==> src/rtl/audio_source_arbiter_if.sv <==
// Bundle between the four audio sources and the output arbiter.
// The arbiter takes the slave view; the source/test side takes the master view.
interface audio_source_arbiter_if;
  logic [3:0] req;
  logic [3:0] done;
  logic [2:0] audioSelect;
  logic [3:0] grant;
  logic       busy;
  logic       timeout;

  modport master (
    output req,
    output done,
    input  audioSelect,
    input  grant,
    input  busy,
    input  timeout
  );

  modport slave (
    input  req,
    input  done,
    output audioSelect,
    output grant,
    output busy,
    output timeout
  );
endinterface

==> src/rtl/audio_source_arbiter.sv <==
// Round-robin owner of the shared PWM audio output with a muted guard gap
// between grants and a per-grant play-time limit.
module audio_source_arbiter #(
  parameter int unsigned GAP_CYCLES      = 1000,
  parameter int unsigned MAX_PLAY_CYCLES = 50000000,
  parameter int unsigned CNT_W           = 26
) (
  input  logic                   clk,
  input  logic                   rst,
  audio_source_arbiter_if.slave  bus
);

  typedef enum logic [1:0] {
    S_IDLE = 2'd0,
    S_PLAY = 2'd1,
    S_GAP  = 2'd2
  } state_t;

  localparam logic [CNT_W-1:0] PLAY_LAST = CNT_W'(MAX_PLAY_CYCLES - 1);
  localparam logic [CNT_W-1:0] GAP_LAST  = CNT_W'(GAP_CYCLES - 1);

  state_t           state_q;
  logic [1:0]       ptr_q;
  logic [CNT_W-1:0] play_cnt_q;
  logic [CNT_W-1:0] gap_cnt_q;
  logic [2:0]       sel_q;
  logic [3:0]       grant_q;
  logic             busy_q;
  logic             timeout_q;

  // Requests rotated so that bit 0 is the source just after the last served one.
  logic [3:0] rot_req;
  logic [1:0] win_off;
  logic [1:0] win_idx;

  genvar gi;
  generate
    for (gi = 0; gi < 4; gi++) begin : g_rot
      assign rot_req[gi] = bus.req[ptr_q + 2'(gi + 1)];
    end
  endgenerate

  always_comb begin
    win_off = 2'd0;
    for (int k = 3; k >= 0; k--) begin
      if (rot_req[k]) begin
        win_off = 2'(k);
      end
    end
  end

  assign win_idx = ptr_q + 2'd1 + win_off;

  // While playing, ptr_q already names the current owner.
  logic owner_done;
  logic owner_gone;
  logic play_limit;

  assign owner_done = bus.done[ptr_q];
  assign owner_gone = ~bus.req[ptr_q];
  assign play_limit = (play_cnt_q == PLAY_LAST);

  always_ff @(posedge clk) begin
    if (rst) begin
      state_q    <= S_IDLE;
      ptr_q      <= 2'd3;
      play_cnt_q <= '0;
      gap_cnt_q  <= '0;
      sel_q      <= 3'd0;
      grant_q    <= 4'd0;
      busy_q     <= 1'b0;
      timeout_q  <= 1'b0;
    end else begin
      timeout_q <= 1'b0;
      case (state_q)
        S_IDLE: begin
          if (bus.req != 4'd0) begin
            state_q    <= S_PLAY;
            ptr_q      <= win_idx;
            play_cnt_q <= '0;
            sel_q      <= {1'b0, win_idx} + 3'd1;
            grant_q    <= 4'b0001 << win_idx;
            busy_q     <= 1'b1;
          end
        end

        S_PLAY: begin
          if (owner_done || owner_gone || play_limit) begin
            state_q   <= S_GAP;
            gap_cnt_q <= '0;
            sel_q     <= 3'd0;
            grant_q   <= 4'd0;
            // Only a pure limit expiry counts as a timeout.
            timeout_q <= play_limit && !owner_done && !owner_gone;
          end else begin
            play_cnt_q <= play_cnt_q + 1'b1;
          end
        end

        S_GAP: begin
          if (gap_cnt_q == GAP_LAST) begin
            state_q <= S_IDLE;
            busy_q  <= 1'b0;
          end else begin
            gap_cnt_q <= gap_cnt_q + 1'b1;
          end
        end

        default: begin
          state_q <= S_IDLE;
          sel_q   <= 3'd0;
          grant_q <= 4'd0;
          busy_q  <= 1'b0;
        end
      endcase
    end
  end

  assign bus.audioSelect = sel_q;
  assign bus.grant       = grant_q;
  assign bus.busy        = busy_q;
  assign bus.timeout     = timeout_q;

endmodule

==> src/flat_wrapper.sv <==
// flat-port wrapper written by rule: the top's interface ports become plain ports
module audio_source_arbiter_flat 
#(
  parameter int unsigned GAP_CYCLES      = 1000,
  parameter int unsigned MAX_PLAY_CYCLES = 50000000,
  parameter int unsigned CNT_W           = 26
)
  (clk, rst, bus_req, bus_done, bus_audioSelect, bus_grant, bus_busy, bus_timeout);
  audio_source_arbiter_if bus_i ();
  input  logic clk;
  input  logic rst;
  input wire logic [$bits(bus_i.req)-1:0] bus_req;
  input wire logic [$bits(bus_i.done)-1:0] bus_done;
  output wire logic [$bits(bus_i.audioSelect)-1:0] bus_audioSelect;
  output wire logic [$bits(bus_i.grant)-1:0] bus_grant;
  output wire logic [$bits(bus_i.busy)-1:0] bus_busy;
  output wire logic [$bits(bus_i.timeout)-1:0] bus_timeout;
  assign bus_i.req = bus_req;
  assign bus_i.done = bus_done;
  assign bus_audioSelect = bus_i.audioSelect;
  assign bus_grant = bus_i.grant;
  assign bus_busy = bus_i.busy;
  assign bus_timeout = bus_i.timeout;
  audio_source_arbiter #(.GAP_CYCLES(GAP_CYCLES), .MAX_PLAY_CYCLES(MAX_PLAY_CYCLES), .CNT_W(CNT_W)) u_core (.clk(clk), .rst(rst), .bus(bus_i));
endmodule
==> config.mk <==
export PLATFORM = sky130hd
export DESIGN_NAME = audio_source_arbiter_flat
export DESIGN_NICKNAME = d
export VERILOG_FILES = /design/src/rtl/audio_source_arbiter_if.sv /design/src/rtl/audio_source_arbiter.sv /design/src/flat_wrapper.sv
export SDC_FILE = /design/constraint.sdc
export NUM_CORES = 1
export LEC_CHECK = 0
export ABC_AREA = 0
export CORE_UTILIZATION = 35
export DETAILED_ROUTE_END_ITERATION = 10
export PLACE_DENSITY_LB_ADDON = 0.12
export SYNTH_ARGS = -nofsm -noshare
export SYNTH_HDL_FRONTEND = slang
export SYNTH_SLANG_ARGS = --single-unit
==> constraint.sdc <==
create_clock -name clk -period 4.7 [get_ports clk]
set_input_delay 0.94 -clock clk [delete_from_list [all_inputs] [get_ports clk]]
set_output_delay 0.94 -clock clk [all_outputs]
set_load 0.05 [all_outputs]
# Word-level counts from Yosys, hierarchy flattened
# Index checks and enable logic that the tools add are counted.
dict set report word_totals {
  ff_bits 65
  latchBits 0
  mem_bits_rw 0
  romBits 0
  input_bits 10
  output_inout_bits 9
  n_memories 0
}
dict set report classes {
  n_addsub 7
  n_mul 0
  n_div 0
  order_cmp 4
  n_eq_ne 9
  shift 1
  mux 33
  bitwise_logic 4
  n_reduce_logical 16
}
# op count
set op_table {}
lappend op_table {{2-to-1 mux 26 bit} 4}
lappend op_table {{case mux 26 bit (2 select lines)} 2}
lappend op_table {{adder 26 x 1 -> 26 bit, second input constant} 2}
lappend op_table {{== test 26 x 10 -> 1 bit, second input constant} 1}
lappend op_table {{== test 26 bit, second input constant} 1}
lappend op_table {{AND reduction 3 bit} 5}
lappend op_table {{2-to-1 mux 2 bit} 7}
lappend op_table {{< comparator 2 x 3 -> 1 bit, second input constant} 4}
lappend op_table {{case mux 4 bit (3 select lines)} 1}
lappend op_table {{binary-select mux 1 bit (select 2 bit)} 5}
lappend op_table {{case mux 3 bit (3 select lines)} 1}
lappend op_table {{2-to-1 mux 4 bit} 2}
lappend op_table {{2-to-1 mux 1 bit} 7}
lappend op_table {{2-to-1 mux 3 bit} 2}
lappend op_table {{!= test 2 x 1 -> 1 bit, second input constant} 3}
lappend op_table {{case mux 2 bit (3 select lines)} 1}
lappend op_table {{adder 2 bit, second input constant} 2}
lappend op_table {{!= test 2 bit, second input constant} 2}
lappend op_table {{NOT 1 bit} 4}
lappend op_table {{nonzero test 2 bit} 2}
lappend op_table {{nonzero test 4 bit} 1}
lappend op_table {{<< shifter 1 x 2 -> 4 bit, first input constant} 1}
lappend op_table {{adder 2 x 1 -> 3 bit, second input constant} 1}
lappend op_table {{case mux 1 bit (3 select lines)} 1}
lappend op_table {{10 further kinds} 12}

# Longest topological paths before layout
dict set report depth {
  word_depth 10
  ltp_mapped 12
  ltp_nobuf 11
}

# Worst setup path after synthesis
# No wires, ideal clock.
dict set report synth_timing {
  path_type {input port to flip-flop}
  start {input port bus_req[3]}
  end {register u_core.sel_q[1] (netlist: u_core.bus.audioSelect[1])}
  t_arrival_ns 3.052
  required_ns 4.630
  path_slack_ns 1.578
  path_stages 10
  cell_sequence {buf_4 > or4_1 > o2111ai_1 > ha_1 > xnor2_1 > or3_1 > nand2_1 > ha_1 > or3_1 > a21oi_1}
}
dict set report synth_between {
  elab_chain_len 10
}
# element line
set synth_lines {}
lappend synth_lines {{from (decl)} flat_wrapper.sv:12} ;# input wire logic [$bits(bus_i.req)-1:0] bus_req;
lappend synth_lines {{binary-select mux 1 bit (select 2 bit)} {audio_source_arbiter.sv:39, audio_source_arbiter.sv:60}}
lappend synth_lines {{2-to-1 mux 1 bit (implied by the code)} {audio_source_arbiter.sv:39, audio_source_arbiter.sv:60}}
lappend synth_lines {{2-to-1 mux 2 bit (4 in a row)} audio_source_arbiter.sv:46} ;# if (rot_req[k]) begin
lappend synth_lines {{adder 2 bit} audio_source_arbiter.sv:52} ;# assign win_idx = ptr_q + 2'd1 + win_off;
lappend synth_lines {{adder 2 x 1 -> 3 bit} audio_source_arbiter.sv:81} ;# sel_q <= {1'b0, win_idx} + 3'd1;
lappend synth_lines {{2-to-1 mux 3 bit} audio_source_arbiter.sv:77} ;# if (bus.req != 4'd0) begin
lappend synth_lines {{case mux 3 bit (3 select lines)} audio_source_arbiter.sv:75} ;# case (state_q)
lappend synth_lines {{to (signal assigned)} audio_source_arbiter.sv:81}
lappend synth_lines {{to (decl)} audio_source_arbiter.sv:26} ;# logic [2:0] sel_q;
# Several ways; a longest one is shown, not always the timed one. The select of a mux whose other input is x is not followed.
# A chain may end at the register's enable or synchronous reset.

# Worst setup path in the final report
dict set report layout_timing {
  start {input port bus_req[3]}
  end {register u_core.play_cnt_q[18]}
}
dict set report layout_between {
  elab_chain_len 7
}
# element line
set layout_lines {}
lappend layout_lines {{binary-select mux 1 bit (select 2 bit)} audio_source_arbiter.sv:60} ;# assign owner_gone = ~bus.req[ptr_q];
lappend layout_lines {{2-to-1 mux 1 bit (implied by the code)} audio_source_arbiter.sv:60}
lappend layout_lines {{NOT 1 bit} audio_source_arbiter.sv:60}
lappend layout_lines {{logical OR 1 bit (2 in a row)} audio_source_arbiter.sv:88} ;# if (owner_done || owner_gone || play_limit) begin
lappend layout_lines {{!= test 2 bit (no source line)} n/a}
lappend layout_lines {{AND reduction 3 bit (no source line) *} n/a}
lappend layout_lines {{to (signal assigned)} audio_source_arbiter.sv:96} ;# play_cnt_q <= play_cnt_q + 1'b1;
lappend layout_lines {{to (decl)} audio_source_arbiter.sv:24} ;# logic [CNT_W-1:0] play_cnt_q;
# Every way passes the cells marked *; elsewhere a longest branch is shown, timed or not. The select of a mux whose other input is x is not followed.

==> flow_summary.json <==
{
  "status": "finished, final reports clean",
  "die_y_um": 106,
  "core_area_um2": 10400,
  "r2r_slack_ps": 1670,
  "synthTopCellsByArea": "dfxtp_1, nand2_1, mux2i_1",
  "setup_viol": 0,
  "period_share_pct": 76.0,
  "dieArea_um2": 11300,
  "grt_max_degree": 35,
  "fillers": 1098,
  "synth_area_um2": 3790,
  "rsz0062_at_grt": "no",
  "gr-total-overflow": 0,
  "antenna_found_initial": 0,
  "period_needed_ps": 3570,
  "routedWlPerCell_um": 15.9,
  "die_w_um": 106,
  "fin_tns_setup_ps": 0,
  "synthFlopType": "dfxtp_1",
  "max_cap_violations": 0,
  "wl_mm": 9.51,
  "yosys.area_share.xor_xnor_pct": 0.693,
  "syn_area_per_cell_um2": 8.31,
  "firstDrtPassIters": 4,
  "fin_skew_ps": 7.57,
  "crit_path_start_kind": "input port",
  "diodes": 0,
  "crit_path_max_fanout": 31,
  "cts_tree": "yes",
  "ios": 19,
  "cts_buffers": 9,
  "clk_pin_slew_ps": 70,
  "post-dp-hpwl_mm": 6.46,
  "synth-edff-count": 0,
  "post_cts.repair.setup_buffers": 0,
  "power_mw": 1.61,
  "hold_viol": 0,
  "gp_congestion": 0.787,
  "drc": 0,
  "rows": 37,
  "cts.sinks": 64,
  "drive_gt1_share_pct": 9.11,
  "clk_latency_ps": 350,
  "hold_slack_ps": 471,
  "synth_most_common_cell": "dfxtp_1",
  "ys_types": 58,
  "syn_to_final_growth_pct": 12.1,
  "critPathCaptureType": "flop",
  "yosysTopAreaCell": "dfxtp_1",
  "final_cells": 597,
  "cp.required_ps": 4980,
  "synth_seq_area_share_pct": 33.8,
  "synth_top_cell_area_share_pct": 33.8,
  "worstHoldPathType": "reg2reg",
  "peakVddDrop_v": 0.000199,
  "synthTopCellsByCount": "dfxtp_1, nand2_1, a21oi_1",
  "nets": 470,
  "synthMuxAreaShare_pct": 5.08,
  "synthCells": 456,
  "portBuffers": 18,
  "syn-num-nets": 470,
  "fmax_mhz": 280,
  "crit_type": "in2reg",
  "arrival_ps": 3850,
  "postCtsHoldBufs": 0,
  "avgViaCountPerCell": 5.81,
  "powerDensity_nw_per_um2": 379,
  "synthArstFlopShare_pct": 0,
  "synth-simple-area-share_pct": 27.8,
  "yosys_register_bits": 64,
  "ctsHtreeMaxLevel": 3,
  "drt_iter0_markers": 127,
  "synth_top_family_by_area": "simple AND/OR/NAND/NOR gates",
  "grt_use_total_pct": 18.5,
  "relSlewSlack_pct": 33.1,
  "worst-slew-pin-transition_ps": 1000,
  "maxSlewViolCount": 0,
  "vias": 3469,
  "ant_nets": 0,
  "clockBufferDepth": 2,
  "synth-warning-count": 0,
  "root_buffer": "clkbuf_8",
  "power.leakage_nw": 1.40,
  "grt_pass1_vias": 3320,
  "start_util_pct": 36.4,
  "placedCellCount": 581,
  "synth-adder-area-share_pct": 1.32,
  "grt_pass1_wl_mm": 16.6,
  "cts_resized": 0,
  "synth-compound-area-share_pct": 25.9
}
per-layer routing:
metal / wire length, um / share of wire (%) / vias up / track usage (%)
met5: 0 / 0 / - / 0
met4: 138 / 1.5 / 0 / 6.35
met3: 251 / 2.6 / 15 / 4.05
met2: 4380 / 46 / 41 / 30.1
met1: 4730 / 50 / 1662 / 24.2
li1: - / - / 1751 / -
report_power, final:
group	switching (mW)	internal, mW	total (mW)
clock network	0.218	0.303	0.521
registers	0.0375	0.575	0.612
logic	0.319	0.160	0.479
total	0.575	1.04	1.61
registers in the layout (all words and copies together), names as in the netlist:
name / flops
u_core.bus.audioSelect: 3
u_core.play_cnt_q: 26
u_core.state_q: 2
u_core.bus.timeout: 1
u_core.gap_cnt_q: 26
u_core.bus.busy: 1
u_core.bus.grant: 3
u_core.ptr_q: 2
critical path: stages:
cell,delay [ps]
clkdlybuf4s50_1,650
nand2b_1,100
mux4_2,570
a211o_1,650
a2111oi_0,700
mux2i_1,240
kinds of logic after synthesis:
kind of cell               count (synthesis)
DFF                                       64
xor gates and xnor gates                   3
adders and majority gates                  4
AOI/OAI and AO/OA                        125
muxes                                     18
and+or+nand+nor                          194
buffers and inverters                     48
final cells by class:
type / count / area [um^2] / share of cell area, %
multi-input cells: 344 / 2300 / 54.2
inverters: 12 / 45.0 / 1.06
clock buffers: 14 / 183 / 4.30
clock inverters: 2 / 35.0 / 0.824
repair buffers: 25 / 233 / 5.48
well taps: 136 / 170 / 4.00
flip-flops and latches: 64 / 1280 / 30.1
cell usage in the layout (no fill, tap or decap), types with 2 or more instances in the layout:
cell type        instances
dfxtp_1                 64
nand2_1                 61
a21oi_1                 30
nand3_1                 24
clkdlybuf4s50_1         18
mux2i_1                 17
o2111ai_1               16
or3_1                   15
a2111o_1                15
nor2_1                  14
o21ai_0                 14
nand2b_1                13
nand4_1                 13
and3_1                  13
clkbuf_8                13
inv_1                   12
nor4_1                   8
a2111oi_0                7
buf_4                    7
or4_1                    6
and4_1                   6
and2_1                   6
o31ai_1                  5
or2_2                    4
a31o_2                   4
ha_1                     4
o211ai_1                 3
o21bai_1                 3
a221oi_1                 3
a211o_1                  3
a2111oi_2                3
a211oi_2                 3
xnor2_1                  2
or4b_1                   2
a211oi_1                 2
nor4b_1                  2
or2b_1                   2
a2111oi_1                2
path summary, 6_finish.rpt:
kind / start / end / depth (start not counted)
worst min register to register: u_core.bus.grant[0]$_SDFFE_PP0P_ / u_core.bus.grant[0]$_SDFFE_PP0P_ / 2
worst max-delay path: bus_req[3] / u_core.play_cnt_q[18]$_SDFFE_PP0P_ / 6
worst max register to register: u_core.play_cnt_q[7]$_SDFFE_PP0P_ / u_core.play_cnt_q[4]$_SDFFE_PP0P_ / 5
worst min-delay path: u_core.bus.grant[0]$_SDFFE_PP0P_ / u_core.bus.grant[0]$_SDFFE_PP0P_ / 2
through the flow:
stage	setup slack (ps)	cell area, um^2	util (%)
finish	1130	4250	40.8
global route	961	4250	40.8
CTS	1150	4250	40.8
detailed placement	780	4030	38.7
global placement	906	4030	38.7
floorplan	1580	3790	-
Power figures use the tool's default switching activity.
